[src/rtl/traffic_light_ctrl_if.sv]
// Signal bundle between the intersection controller, its time-base strobe and the lamp driver.
// With PED_WALK_EN defined it also carries the pedestrian request and the walk lamp.
interface traffic_light_ctrl_if;
    logic       tick_i;
    logic       ew_req_i;
    logic       flash_mode_i;
    logic       ns_red_o;
    logic       ns_yellow_o;
    logic       ns_green_o;
    logic       ew_red_o;
    logic       ew_yellow_o;
    logic       ew_green_o;
    logic [2:0] state_o;
`ifdef PED_WALK_EN
    logic       ped_req_i;
    logic       walk_o;
`endif

    modport master (
        output tick_i, ew_req_i, flash_mode_i,
`ifdef PED_WALK_EN
        output ped_req_i,
        input  walk_o,
`endif
        input  ns_red_o, ns_yellow_o, ns_green_o,
        input  ew_red_o, ew_yellow_o, ew_green_o,
        input  state_o
    );

    modport slave (
        input  tick_i, ew_req_i, flash_mode_i,
`ifdef PED_WALK_EN
        input  ped_req_i,
        output walk_o,
`endif
        output ns_red_o, ns_yellow_o, ns_green_o,
        output ew_red_o, ew_yellow_o, ew_green_o,
        output state_o
    );
endinterface

[src/rtl/traffic_light_ctrl.sv]
// Two-road intersection controller: demand-driven side road, all-red clearance, flashing-yellow mode.
// Optional pedestrian walk phase enabled by defining PED_WALK_EN.
//
//   state | meaning
//   NSG   | main road green, waits for side-road demand after its minimum
//   NSY   | main road yellow
//   AR1   | all-red clearance before side-road green
//   EWG   | side road green, fixed duration
//   EWY   | side road yellow
//   AR2   | all-red clearance before main-road green (reset state)
//   FLASH | maintenance: both yellows blink on each tick
//   WALK  | pedestrian walk, all vehicle lamps red (PED_WALK_EN only)
module traffic_light_ctrl #(
    parameter int CNT_W        = 8,
    parameter int GREEN_TICKS  = 20,
    parameter int YELLOW_TICKS = 4,
    parameter int ALLRED_TICKS = 2,
    parameter int WALK_TICKS   = 8
) (
    input  logic                 clk,
    input  logic                 rst_n,
    traffic_light_ctrl_if.slave  bus
);

    localparam longint MAX_DUR = (64'd1 << CNT_W) - 64'd1;

    if (GREEN_TICKS < 1 || GREEN_TICKS > MAX_DUR) begin : g_bad_green
        $error("traffic_light_ctrl: GREEN_TICKS out of range");
    end
    if (YELLOW_TICKS < 1 || YELLOW_TICKS > MAX_DUR) begin : g_bad_yellow
        $error("traffic_light_ctrl: YELLOW_TICKS out of range");
    end
    if (ALLRED_TICKS < 1 || ALLRED_TICKS > MAX_DUR) begin : g_bad_allred
        $error("traffic_light_ctrl: ALLRED_TICKS out of range");
    end
    if (WALK_TICKS < 1 || WALK_TICKS > MAX_DUR) begin : g_bad_walk
        $error("traffic_light_ctrl: WALK_TICKS out of range");
    end

    localparam logic [CNT_W-1:0] GREEN_LD  = CNT_W'(GREEN_TICKS - 1);
    localparam logic [CNT_W-1:0] YELLOW_LD = CNT_W'(YELLOW_TICKS - 1);
    localparam logic [CNT_W-1:0] ALLRED_LD = CNT_W'(ALLRED_TICKS - 1);
`ifdef PED_WALK_EN
    localparam logic [CNT_W-1:0] WALK_LD   = CNT_W'(WALK_TICKS - 1);
`endif

    typedef enum logic [2:0] {
        S_NSG   = 3'd0,
        S_NSY   = 3'd1,
        S_AR1   = 3'd2,
        S_EWG   = 3'd3,
        S_EWY   = 3'd4,
        S_AR2   = 3'd5,
        S_FLASH = 3'd6
`ifdef PED_WALK_EN
        , S_WALK = 3'd7
`endif
    } state_e;

    // Lamp vector order: {ns_red, ns_yellow, ns_green, ew_red, ew_yellow, ew_green}
    localparam logic [5:0] LAMPS_ALLRED = 6'b100_100;

    state_e           state_q, state_d;
    logic [CNT_W-1:0] timer_q, timer_d;
    logic             ew_pend_q, ew_pend_d;
    logic             flash_ph_q, flash_ph_d;
    logic [5:0]       lamps_q, lamps_d;
    logic             expire;
`ifdef PED_WALK_EN
    logic             ped_pend_q, ped_pend_d;
    logic             walk_ret_q, walk_ret_d;
    logic             walk_q, walk_d;
`endif

    always_comb begin
        state_d    = state_q;
        timer_d    = timer_q;
        ew_pend_d  = ew_pend_q | bus.ew_req_i;
        flash_ph_d = 1'b0;
        expire     = bus.tick_i && (timer_q == '0);
`ifdef PED_WALK_EN
        ped_pend_d = ped_pend_q | bus.ped_req_i;
        walk_ret_d = walk_ret_q;
`endif

        if (bus.flash_mode_i) begin
            state_d    = S_FLASH;
            flash_ph_d = (state_q == S_FLASH) ? (flash_ph_q ^ bus.tick_i) : 1'b1;
        end else if (state_q == S_FLASH) begin
            state_d = S_AR2;
            timer_d = ALLRED_LD;
        end else begin
            if (bus.tick_i && (timer_q != '0)) begin
                timer_d = timer_q - CNT_W'(1);
            end
            // NSG with no demand falls through with the timer parked at zero
            case (state_q)
                S_NSG: if (expire && ew_pend_q) begin
                    state_d = S_NSY;
                    timer_d = YELLOW_LD;
                end
                S_NSY: if (expire) begin
                    state_d = S_AR1;
                    timer_d = ALLRED_LD;
                end
                S_AR1: if (expire) begin
`ifdef PED_WALK_EN
                    if (ped_pend_q) begin
                        state_d    = S_WALK;
                        timer_d    = WALK_LD;
                        walk_ret_d = 1'b1;
                    end else begin
                        state_d = S_EWG;
                        timer_d = GREEN_LD;
                    end
`else
                    state_d = S_EWG;
                    timer_d = GREEN_LD;
`endif
                end
                S_EWG: if (expire) begin
                    state_d = S_EWY;
                    timer_d = YELLOW_LD;
                end
                S_EWY: if (expire) begin
                    state_d = S_AR2;
                    timer_d = ALLRED_LD;
                end
                S_AR2: if (expire) begin
`ifdef PED_WALK_EN
                    if (ped_pend_q) begin
                        state_d    = S_WALK;
                        timer_d    = WALK_LD;
                        walk_ret_d = 1'b0;
                    end else begin
                        state_d = S_NSG;
                        timer_d = GREEN_LD;
                    end
`else
                    state_d = S_NSG;
                    timer_d = GREEN_LD;
`endif
                end
`ifdef PED_WALK_EN
                S_WALK: if (expire) begin
                    state_d = walk_ret_q ? S_EWG : S_NSG;
                    timer_d = GREEN_LD;
                end
`endif
                default: begin
                    state_d = S_AR2;
                    timer_d = ALLRED_LD;
                end
            endcase
        end

        if ((state_d == S_EWG) && (state_q != S_EWG)) begin
            ew_pend_d = 1'b0;
        end
`ifdef PED_WALK_EN
        if ((state_d == S_WALK) && (state_q != S_WALK)) begin
            ped_pend_d = 1'b0;
        end
        walk_d = (state_d == S_WALK);
`endif

        // Lamps are decoded from the next state so they register in step with state_q
        lamps_d = LAMPS_ALLRED;
        case (state_d)
            S_NSG:   lamps_d = 6'b001_100;
            S_NSY:   lamps_d = 6'b010_100;
            S_EWG:   lamps_d = 6'b100_001;
            S_EWY:   lamps_d = 6'b100_010;
            S_FLASH: lamps_d = {1'b0, flash_ph_d, 1'b0, 1'b0, flash_ph_d, 1'b0};
            default: lamps_d = LAMPS_ALLRED;
        endcase
    end

    always_ff @(posedge clk or negedge rst_n) begin
        if (!rst_n) begin
            state_q    <= S_AR2;
            timer_q    <= ALLRED_LD;
            ew_pend_q  <= 1'b0;
            flash_ph_q <= 1'b0;
            lamps_q    <= LAMPS_ALLRED;
`ifdef PED_WALK_EN
            ped_pend_q <= 1'b0;
            walk_ret_q <= 1'b0;
            walk_q     <= 1'b0;
`endif
        end else begin
            state_q    <= state_d;
            timer_q    <= timer_d;
            ew_pend_q  <= ew_pend_d;
            flash_ph_q <= flash_ph_d;
            lamps_q    <= lamps_d;
`ifdef PED_WALK_EN
            ped_pend_q <= ped_pend_d;
            walk_ret_q <= walk_ret_d;
            walk_q     <= walk_d;
`endif
        end
    end

    assign bus.state_o     = state_q;
    assign bus.ns_red_o    = lamps_q[5];
    assign bus.ns_yellow_o = lamps_q[4];
    assign bus.ns_green_o  = lamps_q[3];
    assign bus.ew_red_o    = lamps_q[2];
    assign bus.ew_yellow_o = lamps_q[1];
    assign bus.ew_green_o  = lamps_q[0];
`ifdef PED_WALK_EN
    assign bus.walk_o      = walk_q;
`endif

endmodule

[src/flat_wrapper.sv]
// flat-port wrapper written by rule: the top's interface ports become plain ports
module traffic_light_ctrl_flat 
#(
    parameter int CNT_W        = 8,
    parameter int GREEN_TICKS  = 20,
    parameter int YELLOW_TICKS = 4,
    parameter int ALLRED_TICKS = 2,
    parameter int WALK_TICKS   = 8
)
  (clk, rst_n, bus_tick_i, bus_ew_req_i, bus_flash_mode_i, bus_ns_red_o, bus_ns_yellow_o, bus_ns_green_o, bus_ew_red_o, bus_ew_yellow_o, bus_ew_green_o, bus_state_o);
  traffic_light_ctrl_if bus_i ();
  input  logic clk;
  input  logic rst_n;
  input wire logic [$bits(bus_i.tick_i)-1:0] bus_tick_i;
  input wire logic [$bits(bus_i.ew_req_i)-1:0] bus_ew_req_i;
  input wire logic [$bits(bus_i.flash_mode_i)-1:0] bus_flash_mode_i;
  output wire logic [$bits(bus_i.ns_red_o)-1:0] bus_ns_red_o;
  output wire logic [$bits(bus_i.ns_yellow_o)-1:0] bus_ns_yellow_o;
  output wire logic [$bits(bus_i.ns_green_o)-1:0] bus_ns_green_o;
  output wire logic [$bits(bus_i.ew_red_o)-1:0] bus_ew_red_o;
  output wire logic [$bits(bus_i.ew_yellow_o)-1:0] bus_ew_yellow_o;
  output wire logic [$bits(bus_i.ew_green_o)-1:0] bus_ew_green_o;
  output wire logic [$bits(bus_i.state_o)-1:0] bus_state_o;
  assign bus_i.tick_i = bus_tick_i;
  assign bus_i.ew_req_i = bus_ew_req_i;
  assign bus_i.flash_mode_i = bus_flash_mode_i;
  assign bus_ns_red_o = bus_i.ns_red_o;
  assign bus_ns_yellow_o = bus_i.ns_yellow_o;
  assign bus_ns_green_o = bus_i.ns_green_o;
  assign bus_ew_red_o = bus_i.ew_red_o;
  assign bus_ew_yellow_o = bus_i.ew_yellow_o;
  assign bus_ew_green_o = bus_i.ew_green_o;
  assign bus_state_o = bus_i.state_o;
  traffic_light_ctrl #(.CNT_W(CNT_W), .GREEN_TICKS(GREEN_TICKS), .YELLOW_TICKS(YELLOW_TICKS), .ALLRED_TICKS(ALLRED_TICKS), .WALK_TICKS(WALK_TICKS)) u_core (.clk(clk), .rst_n(rst_n), .bus(bus_i));
endmodule
[config.mk]
export PLATFORM = sky130hd
export DESIGN_NAME = traffic_light_ctrl_flat
export DESIGN_NICKNAME = d
export VERILOG_FILES = /design/src/rtl/traffic_light_ctrl_if.sv /design/src/rtl/traffic_light_ctrl.sv /design/src/flat_wrapper.sv
export SDC_FILE = /design/constraint.sdc
export NUM_CORES = 1
export LEC_CHECK = 0
export ABC_AREA = 1
export BUFFER_PORTS_ARGS = -buffer_cell sky130_fd_sc_hd__buf_4
export CELL_PAD_IN_SITES_DETAIL_PLACEMENT = 1
export CELL_PAD_IN_SITES_GLOBAL_PLACEMENT = 2
export CORE_MARGIN = 4
export CORE_UTILIZATION = 32
export CTS_CLUSTER_SIZE = 28
export DETAILED_ROUTE_END_ITERATION = 10
export HOLD_SLACK_MARGIN = 0.05
export PLACE_DENSITY = 0.89
export SKIP_CTS_REPAIR_TIMING = 1
export SLEW_MARGIN = 20
export SYNTH_ARGS = -nofsm -noshare
export SYNTH_HDL_FRONTEND = slang
export SYNTH_SLANG_ARGS = --single-unit
[constraint.sdc]
create_clock -name clk -period 2.1 [get_ports clk]
set_input_delay 0.21 -clock clk [delete_from_list [all_inputs] [get_ports clk]]
set_output_delay 0.21 -clock clk [all_outputs]
set_load 0.03 [all_outputs]
-- Word-level counts from Yosys, hierarchy flattened
Index checks and enable logic that the tools add are counted.
- input bits: 5
- logic and storage cells: 49
- register bits: 19
- output and inout bits: 9
- eq/ne operators: 11
- reductions and logical operators: 10
- bitwise gates (word level): 2
- multiplexer cells: 20
- add/subtract/negate cells: 1
- operators with widths (cell ; count):
    $mux W8 ; 6
    $pmux W8 S4 ; 1
    $pmux W6 S5 ; 1
    $mux W3 ; 8
    $pmux W3 S6 ; 1
    $eq A3 B3 Y1 const B ; 5
    $eq A3 B2 Y1 const B ; 3
    $logic_not A8 Y1 ; 1
    $reduce_bool A8 Y1 ; 1
    $sub A8 B1 Y8 const B ; 1
    $eq A3 B1 Y1 const B ; 2
    $logic_not A3 Y1 ; 2
    $logic_and A1 B1 Y1 ; 4
    $reduce_or A2 Y1 ; 2
    $mux W1 ; 3
    $ne A3 B2 Y1 const B ; 1
    $or A1 B1 Y1 ; 1
    $xor A1 B1 Y1 ; 1

-- Longest topological paths before layout
Gate-level depths: netlist of the first run.
- depth in word-level cells: 10
- depth in mapped cells: 12

-- Worst setup path after synthesis of the first run
Ideal clock, no wire load.
- path type: register to register
- start point: register u_core.timer_q[0]
- end point: register u_core.timer_q[4]
- setup slack: 0.433 ns
- period minus slack after synthesis: 1.667 ns
- buffers on the path: 0
- data arrival time: 1.541 ns
- stages on the path, launching flop included: 11
- required time: 1.974 ns
- cells stage by stage: dfstp_2 -> inv_1 -> ha_1 -> nand2_1 -> nor2_4 -> nor2_1 -> nand2_1 -> o21ai_0 -> nand2_1 -> nand3_1 -> o21ai_0
- word-level cells in the longest chain between the ends: 6
- elaborated cells between the ends (all ways): 13
- classes of those cells: 1 x add/sub; 7 x mux; 5 x reduce/logical
- ends and longest elaborated chain (element ; RTL line ; source):
    start: declaration ; traffic_light_ctrl.sv:64 ; logic [CNT_W-1:0] timer_q, timer_d;
    start signal: assignment ; traffic_light_ctrl.sv:193 ; timer_q <= timer_d;
    branches (longest 4 deep; another with $sub A8 B1 Y8) ; - ;
    $pmux W8 S4 (*) ; traffic_light_ctrl.sv:97 ; case (state_q)
    $mux W8 (*) ; traffic_light_ctrl.sv:89 ; end else if (state_q == S_FLASH) begin
Mark *: on every way between the ends.
A chain may end at the register's enable or synchronous reset.

-- Final worst setup path of the first run
- start point: register u_core.timer_q[0]
- end point: register u_core.timer_q[2]
The elaborated chain is that of the path after synthesis.

==> results of run 1 <==
## final timing paths
path / cells past startpoint / end
worst max-delay path: 7 / u_core.timer_q[2]
worst min-delay path: 2 / u_core.lamps_q[5]
worst max register to register: 7 / u_core.timer_q[2]
worst min register to register: 2 / u_core.timer_q[1]
max in group asynchronous: 2 / u_core.lamps_q[2]
min in group asynchronous: 2 / u_core.timer_q[5]
## cell type report
type | instances | area, um2 | area share [%]
flip-flops and latches | 19 | 482 | 34.0
multi-input cells | 120 | 617 | 43.6
clock inverters | 1 | 7.51 | 0.530
inverters | 27 | 101 | 7.16
well taps | 48 | 60.1 | 4.24
clock buffers | 3 | 41.3 | 2.92
repair buffers | 14 | 108 | 7.60
## sequential cells by signal (all words and copies together), names as in the netlist
signal	cells
u_core.flash_ph_q	1
u_core.lamps_q	6
u_core.ew_pend_q	1
u_core.timer_q	8
u_core.bus.state_o	3
## worst max-delay path: stages (launching register included)
cell and delay, ps:
dfstp_2 540, inv_1 100, ha_1 230, nand2_1 120, o21ai_0 210, nor2_1 250
xor2_1 190, o22ai_1 90
## cell families (layout without fill, tap and decap cells)
logic type | count (synthesis) | count (layout) | share of synthesized area (%)
adder cells (fa/ha/maj) | 2 | 2 | 2.07
XOR/XNOR | 5 | 5 | 3.63
AO/OA/AOI/OAI | 22 | 22 | 10.6
AND/OR/NAND/NOR | 91 | 91 | 34.6
buffers and inverters | 29 | 45 | 9.22
flip-flops | 19 | 19 | 39.9
## Yosys cell counts (2+ instances only)
| cell | n | area share (%) |
|---|---|---|
| buf_2 | 2 | 0.83 |
| inv_2 | 4 | 1.2 |
| o21ai_0 | 10 | 4.1 |
| a21oi_1 | 5 | 2.1 |
| nand2_1 | 47 | 15 |
| nand3b_1 | 2 | 1.2 |
| nand3_1 | 11 | 4.6 |
| nor2_4 | 2 | 1.9 |
| nor2_1 | 14 | 4.4 |
| xor2_1 | 4 | 2.9 |
| dfstp_2 | 5 | 11 |
| nand3_2 | 2 | 1.7 |
| nand2_2 | 2 | 1.0 |
| nor2_2 | 3 | 1.6 |
| inv_1 | 23 | 7.2 |
| nor3_1 | 4 | 1.7 |
| nand4_1 | 2 | 1.0 |
| dfrtp_1 | 14 | 29 |
| ha_1 | 2 | 2.1 |
## metal layers
metal  vias up  routed length [um]  share of wire (%)  GRT usage [%]
met1       565                1460                 43           17.8
met2        18                1810                 53           27.6
li1        566                   -                  -              -
met4         0                   6               0.18           2.17
met3         2                 101                3.0           3.04
met5         -                   0                  0              0
## power groups by stage
stage | clock network, mW | logic [mW] | registers, mW
detailed placement | 0 | 0.520 | 0.496
global route | 0.307 | 0.594 | 0.498
CTS | 0.284 | 0.526 | 0.489
finish | 0.278 | 0.521 | 0.488
floorplan | 0 | 0.349 | 0.513
global placement | 0 | 0.504 | 0.490
## stage by stage
| step | area [um2] | std cells | setup WS (ps) | power, mW | hold slack, ps |
|---|---|---|---|---|---|
| 4_1_cts | 1400 | 231 | 109 | 1.30 | -185 |
| 3_3_place_gp | 1360 | 227 | 222 | 0.993 | 99.8 |
| 3_5_place_dp | 1360 | 227 | 132 | 1.02 | 104 |
| 2_1_floorplan | 1210 | 168 | 433 | 0.861 | -85.6 |
| 6_report | 1420 | 232 | 241 | 1.29 | 139 |
| 5_1_grt | 1420 | 232 | 70.5 | 1.40 | 143 |
==> summary.txt, run 1 <==
Run status
  – Status: finished clean

Logic synthesis
  – Share of flip-flops with an asynchronous set or reset: 100%
  – Register area share after synthesis: 39.9%
  – Post-synth EDFFs: 0
  – Mapped Cells: 168
  – Syn Area/Cell: 7.19 um2
  – Mapped cell area: 1210 um2
  – Yosys reg bits: 19
  – Yosys warns: 0
  – Ys flop type: dfrtp_1
  – Number of library cell types mapped by synthesis: 29
  – Syn nets: 175

Route
  – Routed wire length: 3.38 mm
  – DRT iter0 DRCs: 40
  – WL/cell: 14.6 um
  – ANT nets after route: 0
  – Vias/cell: 4.96
  – DRT Pass-1 Iters: 4
  – DR vias: 1151
  – Drt drc: 0

Timing
  – Worst slew margin: 67.6%
  – Highest clock rate: 0.538 GHz
  – RSZ-0062 raised after global routing: false
  – Minimum clock period: 1860 ps
  – Tcrit/Tclk final: 88.5%
  – Setup TNS: 0 ps
  – Final hold vios: 0
  – Setup Skew: 2.20 ps
  – Max-slew violations: 0
  – Tightest Pin Transition: 480 ps
  – Final setup fails: 0

Power and ir drop
  – Sw Ratio: 42.8%
  – Internal: 737 uW
  – Psw: 551 uW
  – Static leakage: 0.723 nW
  – Pwr per Cell Area: 910 nW/um2
  – Worst vdd rail ir drop: 0.376 mV
  – Comb pwr share: 40.5%
  – Clk pwr share: 21.6%
  – Seq pwr share: 37.9%

Flow run
  – Max cap viols: 0

CTS
  – CTS buffer count: 3
  – CTS Buffer Depth: 2
  – Root buf cell: clkbuf_8
  – Clock-pin slew on the worst setup and hold paths: 80 ps
  – Clk_lat worst skew: 260 ps
  – TritonCTS clock tree: done
  – H-tree levels: 1
  – # clock sinks: 19

Worst setup path
  – CP required: 2230 ps
  – CP Launch Point: u_core.timer_q[0]
  – WS Path Type: flop to flop
  – RR Startpoint: u_core.timer_q[0]
  – Crit end category: flop
  – Setup slack, reg-to-reg: 240 ps
  – CP max FO: 6
  – Worst path arrival time: 1990 ps
  – Startpoint Class: flop

Die
  – Chip height: 69.4 um
  – Row count: 22
  – Core area: 3660 um2
  – Die ar.: 4820 um2
  – Die width: 69.4 um
  – Initial Utilization: 33.0%
  – Top Ports: 14

Global routing
  – Pin count of the biggest net entering global routing: 20
  – GRT Overall Usage: 14.9%
  – Vias in the first global route: 1256
  – First-pass GRT wire length: 5.91 mm
  – Initial antenna violation count: 0
  – GRT Residual Overflow: 0

Finish
  – Core Util, Final: 38.7%
  – # nets final: 192
  – Share of layout cells above drive strength 1: 21.2%
  – Area delta synth->final: 17.3%
  – Most common cell after layout, fill and taps aside: nand2_1
  – Most frequent cells in the layout: nand2_1, inv_1, dfrtp_1
  – Ant diodes: 0
  – Filler cell count: 455

Placement
  – GP Congestion: 0.875
  – Final HPWL DP: 2.61 mm
  – I/O Buffers: 13

Min path
  – HP Class: input port to flop
  – Worst hold start: bus_flash_mode_i
Power figures use the tool's default switching activity.
==> run 2, diff against run 1 <==
--- a/config.mk
+++ b/config.mk
@@ -6,13 +6,13 @@
 export NUM_CORES = 1
 export LEC_CHECK = 0
 export ABC_AREA = 1
-export BUFFER_PORTS_ARGS = -buffer_cell sky130_fd_sc_hd__buf_4
+export CAP_MARGIN = 20
 export CELL_PAD_IN_SITES_DETAIL_PLACEMENT = 1
 export CELL_PAD_IN_SITES_GLOBAL_PLACEMENT = 2
-export CORE_MARGIN = 4
-export CORE_UTILIZATION = 32
+export CORE_UTILIZATION = 35
 export CTS_CLUSTER_SIZE = 28
 export DETAILED_ROUTE_END_ITERATION = 10
+export DONT_BUFFER_PORTS = 1
 export HOLD_SLACK_MARGIN = 0.05
 export PLACE_DENSITY = 0.89
 export SKIP_CTS_REPAIR_TIMING = 1
==> run 2 against run 1 <==
  * Final cell count shrank 6.5%
  * Sequential power up 5.9%
  * First-iteration DRC count grew 25%
  * Worst hold slack worse by 53 ps
  * Sequential share of layout area increased by 2.8 points
  * Design area down 7.5%
  * Combinational power shrank 13%
  * Flip-flop and latch count did not move
  * Fmax decreased by 0.82%
  * Clock power is 30% lower
  * Critical path depth grew 1
  * Non-clock buffer count is 11 lower
  * Largest power group is now registers
==> summary.txt, run 2 (same netlist as run 1, synthesis figures left out) <==
Run status
  – Status: finished clean

Min path
  – Worst hold start: bus_ew_req_i
  – Min-Delay Endpoint: u_core.ew_pend_q
  – HP Class: input port to flop
  – WHS Path Cells: 3

Die
  – Core area: 3150 um2
  – Die ar.: 3690 um2
  – Row count: 20
  – Top Ports: 14
  – Die width: 60.7 um
  – Initial Utilization: 38.3%
  – Chip height: 60.7 um

Finish
  – Final non-filler cell total: 217
  – Area delta synth->final: 8.50%
  – Share of layout cells above drive strength 1: 15.6%
  – Ant diodes: 0
  – # nets final: 181
  – Max reg flops: 8
  – Biggest register: u_core.timer_q
  – Most common cell after layout, fill and taps aside: nand2_1
  – Most frequent cells in the layout: nand2_1, inv_1, dfrtp_1
  – Filler cell count: 432

Worst setup path
  – Worst path arrival time: 2060 ps
  – Kind of cell adding the most delay to the critical path: simple AND/OR/NAND/NOR gates
  – Startpoint Class: flop
  – Worst path max stage delay: 550 ps
  – R2R cell count: 8
  – Crit path buf inv count: 1
  – RR Startpoint: u_core.timer_q[0]
  – WS Path Type: flop to flop
  – R2r endpoint: u_core.timer_q[3]
  – CP max FO: 6
  – Critical path, cell by cell: inv_1, ha_1, nand2_1, o21ai_0, nor2_1, nand3_1, nand3_1, o21ai_0
  – Crit end category: flop
  – CP required: 2290 ps
  – Setup slack, reg-to-reg: 230 ps
  – Slowest-stage cell, CP: dfstp_2

Route
  – DR vias: 1094
  – ANT nets after route: 0
  – Drt drc: 0
  – Routed wire length: 3.09 mm
  – DRT iter0 DRCs: 50
  – WL/cell: 14.2 um
  – DRT Pass-1 Iters: 4
  – Vias/cell: 5.04

Placement
  – Final HPWL DP: 2.41 mm
  – GP Congestion: 0.827
  – Setup WS pre-CTS: 178 ps
  – I/O Buffers: 0
  – Placed cells: 211

Global routing
  – Initial antenna violation count: 0
  – GRT Overall Usage: 20.0%
  – GRT Residual Overflow: 0
  – Pin count of the biggest net entering global routing: 20
  – Vias in the first global route: 1112
  – First-pass GRT wire length: 5.35 mm

CTS
  – Clk_lat worst skew: 300 ps
  – H-tree levels: 1
  – Root buf cell: clkbuf_4
  – Clock-pin slew on the worst setup and hold paths: 120 ps
  – TritonCTS clock tree: done
  – CTS buffer count: 3
  – CTS Buffer Depth: 2
  – # clock sinks: 19

Timing
  – Worst slew margin: 42.7%
  – Highest clock rate: 0.533 GHz
  – Tightest Pin Transition: 857 ps
  – Tcrit/Tclk final: 89.3%
  – Minimum clock period: 1870 ps
  – Setup Skew: 9.25 ps
  – Setup TNS: 0 ps
  – Final hold vios: 0
  – RSZ-0062 raised after global routing: false
  – Final setup fails: 0
  – Setup ws final: 225 ps
  – Max-slew violations: 0

Power and ir drop
  – Static leakage: 0.665 nW
  – Pwr per Cell Area: 888 nW/um2
  – Worst vdd rail ir drop: 0.293 mV

Flow run
  – Max cap viols: 0
run 2: cell count changes in the layout (fill, tap and decap cells not counted), sizes merged:
cell / before / now
buf: 13 / 1
clkinv: 0 / 1
clkinvlp: 1 / 0
dlygate4sd3: 1 / 2
run 2: area by class of cell:
cell class                      count  area [um2]  area share [%]
Inverter                           27         101            7.74
Clock inverter                      1        5.00           0.382
Tap cell                           44        55.1            4.20
Sequential cell                    19         482            36.8
Timing Repair Buffer                3        27.5            2.10
Multi-Input combinational cell    120         617            47.1
Clock buffer                        3        22.5            1.72
run 2: worst max-delay path by stage:
stage                 startpoint           endpoint  slack (ps)  cells after the start
4_1_cts        u_core.timer_q[0]  u_core.timer_q[4]         150                     10
3_3_place_gp   u_core.timer_q[0]  u_core.timer_q[4]         230                     10
6_report       u_core.timer_q[0]  u_core.timer_q[3]         230                      8
3_5_place_dp   u_core.timer_q[0]  u_core.timer_q[4]         180                     10
2_1_floorplan  u_core.timer_q[0]  u_core.timer_q[4]         430                     10
5_1_grt        u_core.timer_q[0]  u_core.timer_q[6]           9                      9
run 2: through the flow:
| stage | hold WS, ps | util [%] | area (um2) | power [mW] |
|---|---|---|---|---|
| global placement | -85.1 | 40.0 | 1260 | 0.953 |
| detailed placement | -85.1 | 40.0 | 1260 | 0.961 |
| global route | 103 | 41.5 | 1310 | 1.27 |
| CTS | -428 | 40.8 | 1290 | 1.16 |
| finish | 86.1 | 41.5 | 1310 | 1.16 |
| floorplan | -85.6 | - | 1210 | 0.861 |
run 2: worst register-to-register path, delay by kind of cell (launching register included):
kind,cells,cell delay [ps]
buffers and inverters,1,100
flip-flops,1,550
adder cells (fa/ha/maj),1,230
AND/OR/NAND/NOR,4,590
AO/OA/AOI/OAI,2,300
run 2: layer usage:
| metal | wire length (um) | GRT usage (%) | up-vias | part of all wire (%) |
|---|---|---|---|---|
| li1 | - | - | 545 | - |
| met1 | 1550 | 28.6 | 539 | 50 |
| met2 | 1450 | 30.5 | 8 | 47 |
| met3 | 58 | 3.62 | 2 | 1.9 |
| met4 | 26 | 6.82 | 0 | 0.84 |
| met5 | 0 | 0 | - | 0 |
run 2: power breakdown:
part / total [mW] / internal [mW] / switching [mW]
Combinational: 0.452 / 0.152 / 0.300
Sequential: 0.517 / 0.429 / 0.0882
Clock: 0.194 / 0.0709 / 0.123
